File: src/rtl/axis_packet_arbiter.sv
// Round-robin arbiter merging NUM_SOURCES streams onto one registered output stream.
// Define AXIS_ARB_PKT_LOCK_EN to hold a grant from first beat through last; otherwise grants are per beat.
module axis_packet_arbiter #(
    parameter int NUM_SOURCES = 4,
    parameter int DATA_WIDTH  = 32,
    parameter int SRC_W       = ($clog2(NUM_SOURCES) > 1) ? $clog2(NUM_SOURCES) : 1
) (
    input  logic                              clk,
    input  logic                              rst_n,
    input  logic [NUM_SOURCES*DATA_WIDTH-1:0] s_data,
    input  logic [NUM_SOURCES-1:0]            s_valid,
    input  logic [NUM_SOURCES-1:0]            s_start,
    input  logic [NUM_SOURCES-1:0]            s_last,
    output logic [NUM_SOURCES-1:0]            s_ready,
    output logic [DATA_WIDTH-1:0]             m_data,
    output logic                              m_valid,
    output logic                              m_start,
    output logic                              m_last,
    input  logic                              m_ready,
    output logic [SRC_W-1:0]                  grant_id,
    output logic                              busy
);

    // Handshake: a beat moves on a port when valid and ready are both high at the rising edge;
    // ready may depend on valid, but valid never depends on ready.
    typedef enum logic {
        IDLE   = 1'b0,
        LOCKED = 1'b1
    } state_e;

    state_e                state_q, state_d;
    logic [SRC_W-1:0]      rr_ptr_q, rr_ptr_d;
    logic [SRC_W-1:0]      owner_q, owner_d;
    logic [SRC_W-1:0]      grant_id_q, grant_id_d;
    logic [DATA_WIDTH-1:0] m_data_q, m_data_d;
    logic                  m_valid_q, m_valid_d;
    logic                  m_start_q, m_start_d;
    logic                  m_last_q, m_last_d;

    logic [SRC_W-1:0]      rr_sel;
    logic [SRC_W-1:0]      sel;
    logic [SRC_W-1:0]      sel_inc;
    logic                  out_free;
    logic                  accept;
    int                    idx;

    // Scan downward so the lowest offset from rr_ptr_q wins.
    always_comb begin
        rr_sel = rr_ptr_q;
        idx    = 0;
        for (int k = NUM_SOURCES - 1; k >= 0; k--) begin
            idx = int'(rr_ptr_q) + k;
            if (idx >= NUM_SOURCES) begin
                idx = idx - NUM_SOURCES;
            end
            if (s_valid[idx]) begin
                rr_sel = SRC_W'(idx);
            end
        end
    end

    assign sel      = (state_q == LOCKED) ? owner_q : rr_sel;
    assign sel_inc  = (int'(sel) == NUM_SOURCES - 1) ? '0 : sel + SRC_W'(1);
    assign out_free = !m_valid_q || m_ready;

    always_comb begin
        s_ready = '0;
        if (rst_n && out_free && ((state_q == LOCKED) || s_valid[sel])) begin
            s_ready[sel] = 1'b1;
        end
    end

    assign accept = s_valid[sel] && s_ready[sel];

    always_comb begin
        state_d    = state_q;
        rr_ptr_d   = rr_ptr_q;
        owner_d    = owner_q;
        grant_id_d = grant_id_q;
        m_data_d   = m_data_q;
        m_valid_d  = m_valid_q;
        m_start_d  = m_start_q;
        m_last_d   = m_last_q;
        if (m_valid_q && m_ready) begin
            m_valid_d = 1'b0;
        end
        if (accept) begin
            m_data_d   = s_data[sel*DATA_WIDTH +: DATA_WIDTH];
            m_start_d  = s_start[sel];
            m_last_d   = s_last[sel];
            m_valid_d  = 1'b1;
            grant_id_d = sel;
`ifdef AXIS_ARB_PKT_LOCK_EN
            if (s_last[sel]) begin
                state_d  = IDLE;
                rr_ptr_d = sel_inc;
            end else if (state_q == IDLE) begin
                state_d = LOCKED;
                owner_d = sel;
            end
`else
            rr_ptr_d = sel_inc;
`endif
        end
    end

    always_ff @(posedge clk) begin
        if (!rst_n) begin
            state_q    <= IDLE;
            rr_ptr_q   <= '0;
            owner_q    <= '0;
            grant_id_q <= '0;
            m_data_q   <= '0;
            m_valid_q  <= 1'b0;
            m_start_q  <= 1'b0;
            m_last_q   <= 1'b0;
        end else begin
            state_q    <= state_d;
            rr_ptr_q   <= rr_ptr_d;
            owner_q    <= owner_d;
            grant_id_q <= grant_id_d;
            m_data_q   <= m_data_d;
            m_valid_q  <= m_valid_d;
            m_start_q  <= m_start_d;
            m_last_q   <= m_last_d;
        end
    end

    assign m_data   = m_data_q;
    assign m_valid  = m_valid_q;
    assign m_start  = m_start_q;
    assign m_last   = m_last_q;
    assign grant_id = grant_id_q;

`ifdef AXIS_ARB_PKT_LOCK_EN
    assign busy = (state_q == LOCKED);
`else
    assign busy = 1'b0;
`endif

endmodule
File: config.mk
export PLATFORM = sky130hd
export DESIGN_NAME = axis_packet_arbiter
export DESIGN_NICKNAME = d
export VERILOG_FILES = /design/src/rtl/axis_packet_arbiter.sv
export SDC_FILE = /design/constraint.sdc
export NUM_CORES = 1
export LEC_CHECK = 0
export ABC_AREA = 0
export BUFFER_PORTS_ARGS = -buffer_cell sky130_fd_sc_hd__buf_2
export CAP_MARGIN = 30
export CELL_PAD_IN_SITES_DETAIL_PLACEMENT = 1
export CELL_PAD_IN_SITES_GLOBAL_PLACEMENT = 1
export CORE_AREA = 2 2 97 99
export DETAILED_ROUTE_END_ITERATION = 10
export DIE_AREA = 0 0 99 101
export PLACE_DENSITY = 0.86
export REMOVE_ABC_BUFFERS = 1
export SYNTH_ARGS = -nofsm -noshare
export SYNTH_HDL_FRONTEND = slang
export SYNTH_SLANG_ARGS = --single-unit
File: constraint.sdc
create_clock -name clk -period 10.6 [get_ports clk]
set_clock_uncertainty 0.1 [all_clocks]
set_input_delay 3.18 -clock clk [delete_from_list [all_inputs] [get_ports clk]]
set_output_delay 3.18 -clock clk [all_outputs]
set_load 0.005 [all_outputs]
[After elaboration in Yosys (flattened, before gate mapping)]
Cells that the tools add are included.
Word-level totals
  register bits: 39
  latch bits: 0
  RAM bits: 0
  ROM bits: 0
  input bits: 143
  memories: 0
Operators by class
  $add $sub $neg: 8
  $mul: 0
  div/mod/pow operators: 0
  magnitude comparators: 10
  equal/unequal tests: 1
  shift-type cells: 1
  mux-type cells: 34
  bitwise operators: 0
  reduce and logical (&&, ||, !) cells: 8
Operators by type and width (number)
  $lt 32x4->1 const B: 4
  $mux 32: 4
  $shiftx 128x8->32: 1
  $bmux 1 s2: 8
  $mux 1: 15
  $sub 3x3->4 const B: 3
  $mux 2: 5
  $ge 3x3->1 const B: 3
  $add 2x2->3 const B: 2
  $logic_and 1x1->1: 5
  $mux 4: 1
  $sub 2x3->4 const B: 1
  $add 2x1->3 const B: 1
  $ge 2x3->1 const B: 1
  $lt 2x3->1 const B: 1
  $add 2x1->2 const B: 1
  $demux 1 s2: 1
  $eq 2x1->1 const B: 1
  $ge 2x1->1 const B: 1
  $reduce_bool 2->1: 1
  $logic_not 1->1: 1
  $logic_or 1x1->1: 1

[Longest topological paths before layout]
Gate-level depths: netlist of run 1.
  depth in word-level cells: 19
  mapped depth: 14
  gate-level depth less buffers: 10

[Worst setup path after synthesis of run 1]
No wires, ideal clock.
  kind: input to output
  from: input port s_valid[2]
  to: output port s_ready[3]
  data arrival time: 4532 ps
  slack: 2788 ps
  stages: 8
  path through: nor2b_1 > o21ai_0 > o41a_1 > buf_2 > clkbuf_1 > inv_1 > ha_1 > and2_1
On the way
  cells in the longest elaborated chain, start to end: 12
  elaborated cells on any way between the ends: 25
Ends and longest elaborated chain
  start, declared: RTL line 11  | input logic [NUM_SOURCES-1:0] s_valid,
  $bmux 1 s2: RTL line 56  | if (s_valid[idx]) begin
  $mux 1 (not written as such) (2 in a row): RTL line 56
  $mux 2 (3 in a row): RTL line 56
  $mux 2 *: RTL line 56
  via rr_sel[1]: RTL line 40  | logic [SRC_W-1:0] rr_sel;
  $lt 2x3->1 (not written as such) or $ge 2x1->1 (tied branches): RTL line 69  | s_ready[sel] = 1'b1;
  $logic_and 1x1->1 (not written as such): RTL line 69
  $mux 1 (not written as such): RTL line 69
  $demux 1 s2: RTL line 69
  $mux 4 *: RTL line 68  | if (rst_n && out_free && ((state_q == LOCKED) || s_valid[sel])) begin
  end, declared: RTL line 14  | output logic [NUM_SOURCES-1:0] s_ready,
Mark *: on every way through the listed nets, which the timed path passes. The rest lies on a longest branch. The select of a mux whose other input is x is not followed.

[Worst setup path in the final report of run 1]
  from: input port s_valid[0]
  to: output port s_ready[3]
On the way
  cells in the longest elaborated chain, start to end: 12
  elaborated cells on any way between the ends: 25
Ends and longest elaborated chain (RTL line)
  $bmux 1 s2: 56
  $mux 1 (not written as such) (2 in a row): 56
  $mux 2 (4 in a row): 56
  $lt 2x3->1 (not written as such) or $ge 2x1->1 (tied branches): 69
  $logic_and 1x1->1 (not written as such): 69
  $mux 1 (not written as such): 69
  $demux 1 s2: 69
  $mux 4 *: 68
Mark *: on every way between the ends. The rest lies on a longest branch, timed or not. The select of a mux whose other input is x is not followed.

==> results.toml, run 1 <==
[clock_tree]
htreeDepth = 2
cts_root_buf = "clkbuf_8"
clkSlewWorstSetupHoldPaths_ps = 70
cts_sinks = 39
ctsHoldBuffers = 0
post_cts_buffers = 0
cts_resized = 0
numCtsBuffers = 5
cts_tree = "done"
cts.path.max_buffers = 2
clk_latency_ps = 280

[logic_synthesis]
syn_area_sq_um = 2730
yosys.area_share.simple = 0.152
ys_ff_latch = 39
synthDistinctLibCells = 38
syn_area_per_cell_sq_um = 8.41
seq_area_frac_synth = 0.286
synth_mux_area_frac = 0.137
synthAdderAreaFrac = 0.0183
synth_compound_area_frac = 0.329
netlist_instances = 325
synth_top_family_by_area = "compound AO/OA/AOI/OAI gates"
yosysWarnings = 0
synthXorXnorAreaFrac = 0

[power]
ir_drop_mv = 0.0442
p_per_area_nw_per_um2 = 139
p_leak_nw = 1.93

[global_route]
grt_pass1_vias = 3177
grt_max_degree = 74
grt_pass1_wl_um = 14300
antenna_found_initial = 0
overflow = 0
grt.total_usage = 0.171

[cells_and_area]
stdcell_count = 598
drive_gt1_frac = 0.429
mostFrequentLayoutCell = "buf_2"
syn_to_final_growth_pct = 35.9
multiInputGateArea_sq_um = 1760
final_area_sq_um = 3710
fill_cells = 1145
antenna_cells = 0
final_nets = 633
final_cell_mix = "buf_2 (183), nand2_1 (71), dfxtp_1 (39)"
regArea_sq_um = 781

[detailed_routing]
routed_wl_um = 8930
via_per_inst = 5.04
maxUsedRoutingLayer = "met4"
route.detailed.drc = 0
dr.pass1.iters = 4
wl_met2_um = 4810
drt-initial-drc-count = 41
antenna_left = 0
wl_met1_um = 3520
num_vias = 3013
wl_met3_um = 471
wl_per_cell_um = 14.9

[setup_path]
arrival_ps = 5480
path_max_fanout = 39
crit_top_cell = "buf_2"
cp_slowest_cell = "inv_2"
end_kind = "output port"
slowest_delay_ps = 750
crit_type = "primary input to output port"
path_cells = "buf_2 -> nor2b_1 -> o21bai_2 -> nand3_4 -> inv_2 -> ha_1 -> and2_1 -> buf_2"
crit_required_ps = 7320
reg2reg_depth = 11
cp-start-kind = "primary input"

[timing]
slew_headroom = 0.495
fin_tns_setup_ps = 0
hold_viol_final = 0
layout_worst_path_cycle_share = 0.827
tightest_slew_ps = 757
max_freq_mhz = 114
maxSlewViolCount = 0
setup_violations = 0
grt_setup_unrepaired = "false"
period_needed_ps = 8760
worst_slack_ps = 1840

[die]
row_count = 35
dieArea_sq_um = 10000
initial_core_util = 0.304
core_area_sq_um = 8980
die_h_um = 101
die_w_um = 99
ios = 185

[job]
maxCapViolCount = 0

[placed_design]
dp_hpwl_um = 6850
dpl_cell_area_sq_um = 3630
dp.cells = 590
place_ws_ps = 1800
gp_congestion = 0.781
portBuffers = 183

[hold_path]
min_path_cells = 2
hold_class = "flop to flop"

[run_status]
status = "completed"
## layout make-up
class                           count  share of cell area
Multi-Input combinational cell    251               0.475
Timing Repair Buffer              186               0.253
Sequential cell                    39               0.210
Tap cell                          111              0.0374
Clock buffer                        7              0.0206
Inverter                            3             0.00303
Clock inverter                      1             0.00135
## stage by stage
stage	util	hold WS, ps	power (mW)
after CTS	0.414	356	0.528
after global routing	0.414	376	0.558
after global placement	0.405	339	0.416
final	0.414	352	0.518
after floorplan	-	351	0.338
after detailed placement	0.405	345	0.429
## cells in the mapped netlist
cell | instances | area [sq um]
nor2b_1 | 6 | 37.5
or3_1 | 1 | 6.26
nor3b_2 | 1 | 12.5
nand4_1 | 1 | 6.26
inv_2 | 1 | 3.75
buf_2 | 6 | 30.0
nand2_1 | 71 | 267
a21oi_1 | 35 | 175
clkbuf_1 | 16 | 60.1
o211ai_2 | 1 | 12.5
mux2i_1 | 36 | 360
nand2b_1 | 1 | 6.26
nor4_1 | 1 | 6.26
o31ai_1 | 1 | 7.51
a21boi_2 | 7 | 78.8
a21boi_0 | 1 | 7.51
nand3_1 | 1 | 5.00
o21ai_0 | 1 | 5.00
o21a_1 | 1 | 7.51
o41a_1 | 1 | 11.3
o21ba_2 | 1 | 10.0
o21bai_2 | 1 | 11.3
mux2_4 | 1 | 15.0
buf_4 | 2 | 15.0
nor2_1 | 2 | 7.51
and2_1 | 5 | 31.3
conb_1 | 1 | 3.75
o21ai_2 | 1 | 8.76
inv_1 | 2 | 7.51
nand3_2 | 1 | 10.0
nor3_1 | 2 | 10.0
o22ai_1 | 1 | 6.26
ha_1 | 4 | 50.1
a21boi_1 | 29 | 218
buf_6 | 8 | 90.1
or3_4 | 1 | 11.3
a221o_1 | 34 | 340
dfxtp_1 | 39 | 781
## critical path, delay by kind of cell
| family | cells | cell delay, ps |
|---|---|---|
| compound gates | 1 | 220 |
| buf+inv | 3 | 990 |
| fa+ha+maj | 1 | 310 |
| simple gates | 3 | 740 |
## flip-flops by register name, summed over array words and instances, names as in the netlist
register / flops
m_start: 1
grant_id: 2
m_valid: 1
m_last: 1
m_data: 32
rr_ptr_q: 2
## routing by layer
layer / track usage / vias to the layer above
met2: 0.335 / 93
met4: 0.0443 / 0
met3: 0.0312 / 10
met1: 0.189 / 1408
met5: 0 / -
li1: - / 1502
## logic make-up after synthesis
group                    after synthesis
buffers and inverters                 35
other                                  1
AO/OA/AOI/OAI                        115
multiplexers                          37
adder cells (fa/ha/maj)                4
flip-flops                            39
AND/OR/NAND/NOR                       94
## power breakdown
| group | leakage, nW | switching, mW | total, mW | internal (mW) |
|---|---|---|---|---|
| Clock | 0.0422 | 0.0502 | 0.0965 | 0.0462 |
| Sequential | 0.318 | 0.0118 | 0.181 | 0.169 |
| Combinational | 1.57 | 0.135 | 0.240 | 0.105 |
## path summary, 6_finish.rpt
kind                     from     endpoint  slack [ps]
setup / recovery   s_valid[0]   s_ready[3]        1840
hold / removal     m_data[10]   m_data[10]         350
setup reg to reg  rr_ptr_q[0]  grant_id[0]        6790
hold reg to reg    m_data[10]   m_data[10]         350
No activity file was read; power rests on OpenSTA's default activity.
==> run 2, diff against run 1 <==
--- a/config.mk
+++ b/config.mk
@@ -5,15 +5,15 @@
 export SDC_FILE = /design/constraint.sdc
 export NUM_CORES = 1
 export LEC_CHECK = 0
-export ABC_AREA = 0
+export ABC_AREA = 1
 export BUFFER_PORTS_ARGS = -buffer_cell sky130_fd_sc_hd__buf_2
 export CAP_MARGIN = 30
 export CELL_PAD_IN_SITES_DETAIL_PLACEMENT = 1
 export CELL_PAD_IN_SITES_GLOBAL_PLACEMENT = 1
-export CORE_AREA = 2 2 97 99
+export CORE_AREA = 2 2 109 111
 export DETAILED_ROUTE_END_ITERATION = 10
-export DIE_AREA = 0 0 99 101
-export PLACE_DENSITY = 0.86
+export DIE_AREA = 0 0 111 113
+export PLACE_DENSITY = 0.8
 export REMOVE_ABC_BUFFERS = 1
 export SYNTH_ARGS = -nofsm -noshare
 export SYNTH_HDL_FRONTEND = slang
==> constraint.sdc (replaced) <==
create_clock -name clk -period 8.2 [get_ports clk]
set_clock_uncertainty 0.1 [all_clocks]
set_input_delay 2.46 -clock clk [delete_from_list [all_inputs] [get_ports clk]]
set_output_delay 2.46 -clock clk [all_outputs]
set_load 0.005 [all_outputs]
==> run 2 against run 1 <==
Effect of this change:
- utilization down 4.8 points
- die area up 25%
- power rose to 4.2 times the previous value
- first-iteration DRC count rose to 4.1 times the previous value
==> results.toml, run 2 <==
[detailed_routing]
dr.pass1.iters = 4
drt-initial-drc-count = 168
route.detailed.drc = 0
routed_wl_um = 11200
wl_per_cell_um = 13.7
antenna_left = 0
via_per_inst = 4.89
num_vias = 4022

[logic_synthesis]
synthTopCellsByCount = "nor2_1 (146), nand2_1 (71), nand3_1 (50)"
synthDistinctLibCells = 20
synthTopCellsByArea = "dfxtp_1 (25%), nor2_1 (18%), o32ai_1 (9.6%), nand2_1 (8.6%), nand3_1 (8.1%)"
seq_area_frac_synth = 0.252
syn_area_sq_um = 3100
yosysTopAreaCell = "dfxtp_1"
synth-main-ff-cell = "dfxtp_1"
synth.most_common_cell = "nor2_1"
synth_edf_count = 0
yosysWarnings = 0
ys_ff_latch = 39
postSynth.asyncResetShare = 0
netlist_instances = 529
syn_area_per_cell_sq_um = 5.85
synth_top_area_frac = 0.252

[cells_and_area]
syn_to_final_growth_pct = 33.1
regArea_sq_um = 781
largest_reg_flops = 32
final_area_sq_um = 4120
drive_gt1_frac = 0.306
multiInputGateArea_sq_um = 1860
fill_cells = 1545
final_nets = 826
mostFrequentLayoutCell = "buf_2"
stdcell_count = 823
antenna_cells = 0
final_cell_mix = "buf_2 (183), nor2_1 (146), nand2_1 (69)"

[hold_path]
hold_class = "flop to flop"
hold_path_startpoint = "grant_id[1]"
min_path_cells = 2
hold_end = "grant_id[1]"

[clock_tree]
cts_sinks = 39
cts_root_buf = "clkbuf_16"
post_cts_buffers = 0
cts.path.max_buffers = 2
cts_tree = "done"
ctsHoldBuffers = 0
numCtsBuffers = 5
clk_latency_ps = 270
htreeDepth = 2
cts_resized = 0
clkSlewWorstSetupHoldPaths_ps = 60

[timing]
grt_setup_unrepaired = "false"
maxSlewViolCount = 0
slew_headroom = 0.488
max_freq_mhz = 138
tightest_slew_ps = 769
setup_violations = 0
layout_worst_path_cycle_share = 0.885
period_needed_ps = 7260
fin_tns_setup_ps = 0
hold_viol_final = 0
worst_slack_ps = 941

[global_route]
grt_pass1_wl_um = 18900
antenna_found_initial = 0
grt_max_degree = 76
grt.total_usage = 0.177
overflow = 0
grt_pass1_vias = 4173

[setup_path]
crit_type = "primary input to output port"
cp_slowest_cell = "buf_4"
path_max_fanout = 75
reg2reg_depth = 21
slowest_delay_ps = 580
crit_top_cell = "nand2_1"
timing.rr.start = "rr_ptr_q[0]"
path_cells = "buf_2 -> inv_1 -> nand2_1 -> nand3_1 -> nand2_1 -> inv_1 -> nand2_1 -> nand2_2 -> nand3_1 -> nand2_2 -> buf_4 -> nand2_1 -> nand3_1 -> nand2_2 -> nand2_1 -> nor2_1 -> buf_2"
cp-start-kind = "primary input"
crit_required_ps = 5640
cp_num_buf_inv = 5
ff2ff_setup_slack_ps = 4330
crit_family = "simple AND/OR/NAND/NOR gates"
reg2reg_to = "grant_id[1]"
end_kind = "output port"
arrival_ps = 4700

[placed_design]
place_ws_ps = 962
gp_congestion = 0.760
dpl_cell_area_sq_um = 3980
dp_hpwl_um = 8020
portBuffers = 183
dp.cells = 815

[run_status]
status = "completed"

[power]
p_per_area_nw_per_um2 = 529
ir_drop_mv = 0.574
p_leak_nw = 2.23

[job]
maxCapViolCount = 0

[die]
initial_core_util = 0.275
dieArea_sq_um = 12500
ios = 185
row_count = 39
core_area_sq_um = 11300
die_h_um = 113
die_w_um = 111
==> run 2: cell types whose count changed in the layout (fill, tap and decap cells not counted), sizes merged, moves of 3 or more <==
cell    delta
nor2     +144
inv       +52
nand3     +48
a21boi    -37
mux2i     -36
o21ai     +35
a221o     -34
o32ai     +34
nand2      +6
nor2b      -6
and2       -5
a21oi      +3
nand4      +3
==> run 2: worst register-to-register path, cell delays in order, from the launching register on <==
cell and delay (ps):
dfxtp_1 600, inv_4 110, nand2_1 90, nand2_1 80
nand2_1 120, nand2_1 70, inv_2 60, nand2_2 70
nand2_1 100, nand2_2 80, nand2_2 100, buf_4 590
nand2_1 140, nand3_1 130, nand2_2 90, nand4_1 80
nand2_1 70, nand2_2 50, buf_4 630, nand2_1 150
o21ai_0 200, inv_1 50
==> run 2: worst max path at each step <==
stage,from,endpoint,cells past startpoint
after floorplan,s_valid[1],s_ready[0],14
after global placement,s_valid[1],s_ready[2],17
after detailed placement,s_valid[3],s_ready[2],17
after CTS,s_valid[3],s_ready[2],17
after global routing,s_valid[1],s_ready[2],17
final,s_valid[3],s_ready[2],17
==> run 2: area by class of cell <==
type,count,area share
Inverter,55,0.0507
Clock inverter,2,0.00304
Clock buffer,6,0.0313
Multi-Input combinational cell,391,0.452
Tap cell,143,0.0434
Timing Repair Buffer,187,0.230
Sequential cell,39,0.189
==> run 2: cells by family (layout without fill, tap and decap cells) <==
| logic type | Yosys count | count (layout) | share of synthesized area |
|---|---|---|---|
| and+or+nand+nor | 277 | 277 | 0.366 |
| other | 1 | 1 | 0.00121 |
| adders and majority gates | 4 | 4 | 0.0162 |
| DFF | 39 | 39 | 0.252 |
| buffers and inverters | 99 | 250 | 0.147 |
| AOI/OAI and AO/OA | 109 | 109 | 0.217 |
==> run 2: power by group <==
part / switching, mW / internal [mW]
Clock: 0.0796 / 0.112
Sequential: 0.0531 / 0.287
Combinational: 1.08 / 0.571
==> run 2: per-layer routing <==
layer / track usage / share of wire
met1: 0.202 / 0.42
met2: 0.333 / 0.50
met3: 0.0391 / 0.058
met4: 0.0458 / 0.015
met5: 0 / 0
==> run 2: metrics by stage <==
stage	util	power (mW)	hold slack [ps]
global placement	0.353	1.90	368
detailed placement	0.353	2.01	370
CTS	0.366	2.21	385
global route	0.366	2.46	411
floorplan	-	1.50	371
finish	0.366	2.18	381
==> run 3, diff against run 2 <==
--- a/config.mk
+++ b/config.mk
@@ -14,6 +14,7 @@
 export DETAILED_ROUTE_END_ITERATION = 10
 export DIE_AREA = 0 0 111 113
 export PLACE_DENSITY = 0.8
+export RECOVER_POWER = 50
 export REMOVE_ABC_BUFFERS = 1
 export SYNTH_ARGS = -nofsm -noshare
 export SYNTH_HDL_FRONTEND = slang
==> run 3 against run 2 <==
Effect of this change:
- critical path depth is the same
- die area unchanged
- clock-buffer cell count unchanged
- largest cell class unchanged
- register-to-register slack worse by 550 ps
- wire length shrank 0.45%
- sequential cell count unchanged
- clock power barely moved
- critical endpoint is now s_ready[3]
==> results.toml, run 3 (synthesis gave the netlist of run 2 again) <==
[detailed_routing]
wl_per_cell_um = 13.6
antenna_left = 0
num_vias = 4033
via_per_inst = 4.90
drt-initial-drc-count = 183
routed_wl_um = 11200
dr.pass1.iters = 4
route.detailed.drc = 0

[clock_tree]
cts_tree = "done"
post_cts_buffers = 0
htreeDepth = 2
clkSlewWorstSetupHoldPaths_ps = 60
cts_sinks = 39
cts.path.max_buffers = 2
cts_resized = 0
ctsHoldBuffers = 0
numCtsBuffers = 5
cts_root_buf = "clkbuf_16"
clk_latency_ps = 270

[global_route]
antenna_found_initial = 0
grt_max_degree = 76
grt.total_usage = 0.177
grt_pass1_vias = 4173
overflow = 0
grt_pass1_wl_um = 18900

[die]
initial_core_util = 0.275
row_count = 39
core_area_sq_um = 11300
ios = 185
dieArea_sq_um = 12500
die_h_um = 113
die_w_um = 111

[power]
p_int_mw = 0.957
p_leak_nw = 2.10
swShare = 0.558
power_frac_comb = 0.753
ir_drop_mv = 0.568
seqPwrFrac = 0.158
p_switching_mw = 1.21
p_per_area_nw_per_um2 = 531
p_clk_frac = 0.089

[setup_path]
end_kind = "output port"
crit_type = "primary input to output port"
crit_required_ps = 5640
arrival_ps = 4710
path_max_fanout = 75
cp-start-kind = "primary input"

[placed_design]
gp_congestion = 0.760
dp.cells = 815
dp_hpwl_um = 8020
portBuffers = 183

[cells_and_area]
final_cell_mix = "buf_2 (152), nor2_1 (146), nand2_1 (70)"
fill_cells = 1559
antenna_cells = 0
stdcell_count = 823
mostFrequentLayoutCell = "buf_2"
final_nets = 826
drive_gt1_frac = 0.259
regArea_sq_um = 781
multiInputGateArea_sq_um = 1860
syn_to_final_growth_pct = 31.7
largest_reg_flops = 32

[timing]
grt_setup_unrepaired = "false"
max_freq_mhz = 138
slew_headroom = 0.00960
layout_worst_path_cycle_share = 0.886
period_needed_ps = 7270
tightest_slew_ps = 1490
hold_viol_final = 0
fin_tns_setup_ps = 0
maxSlewViolCount = 0
setup_violations = 0

[job]
maxCapViolCount = 0

[run_status]
status = "completed"

[hold_path]
hold_class = "flop to flop"
==> run 3: cell type report <==
class                      instances  area share
timing repair buffer             187       0.222
inverter                          55      0.0513
sequential                        39       0.192
clock buffer                       6      0.0316
clock inverter                     2     0.00307
multi-input combinational        391       0.457
tap                              143      0.0439
==> run 3: layer usage <==
metal / part of all wire / vias to the layer above / routed length (um) / GRT usage
met5: 0 / - / 0 / 0
met4: 0.015 / 0 / 170 / 0.0458
met3: 0.058 / 17 / 653 / 0.0391
met2: 0.50 / 122 / 5650 / 0.333
met1: 0.42 / 1865 / 4730 / 0.202
li1: - / 2029 / - / -
==> run 3: critical path: stages <==
cell and delay [ps]:
buf_2 110, inv_1 90, nand2_1 90, nand3_1 140
nand2_1 70, inv_1 60, nand2_1 60, nand2_2 90
nand3_1 120, nand2_1 140, buf_4 600, nand2_1 140
nand3_1 130, nand2_2 90, nand2_1 140, nor2_1 60
buf_2 120
==> run 3: worst paths after layout <==
check / startpoint / endpoint / slack [ps] / cells after the start
setup reg to reg: rr_ptr_q[0] / m_data[1] / 3780 / 21
hold reg to reg: grant_id[1] / grant_id[1] / 380 / 2
setup / recovery: s_valid[3] / s_ready[3] / 930 / 17
hold / removal: grant_id[1] / grant_id[1] / 380 / 2
==> run 3: per-stage QoR <==
stage | total power [mW] | utilization | instance area, sq um | hold slack [ps] | setup slack [ps]
after floorplan | 1.50 | - | 2850 | 371 | 878
after global placement | 1.90 | 0.353 | 3980 | 368 | 1210
after detailed placement | 2.01 | 0.353 | 3980 | 370 | 962
after CTS | 2.21 | 0.366 | 4120 | 385 | 958
after global routing | 2.45 | 0.362 | 4080 | 414 | 703
final | 2.16 | 0.362 | 4080 | 385 | 932
==> run 3: power by group through the flow <==
stage               sequential [mW]  combinational [mW]  clock, mW
floorplan                     0.348                1.15          0
global placement              0.341                1.56          0
detailed placement            0.344                1.67          0
CTS                           0.342                1.67      0.198
global route                  0.355                1.89      0.206
finish                        0.342                1.63      0.192
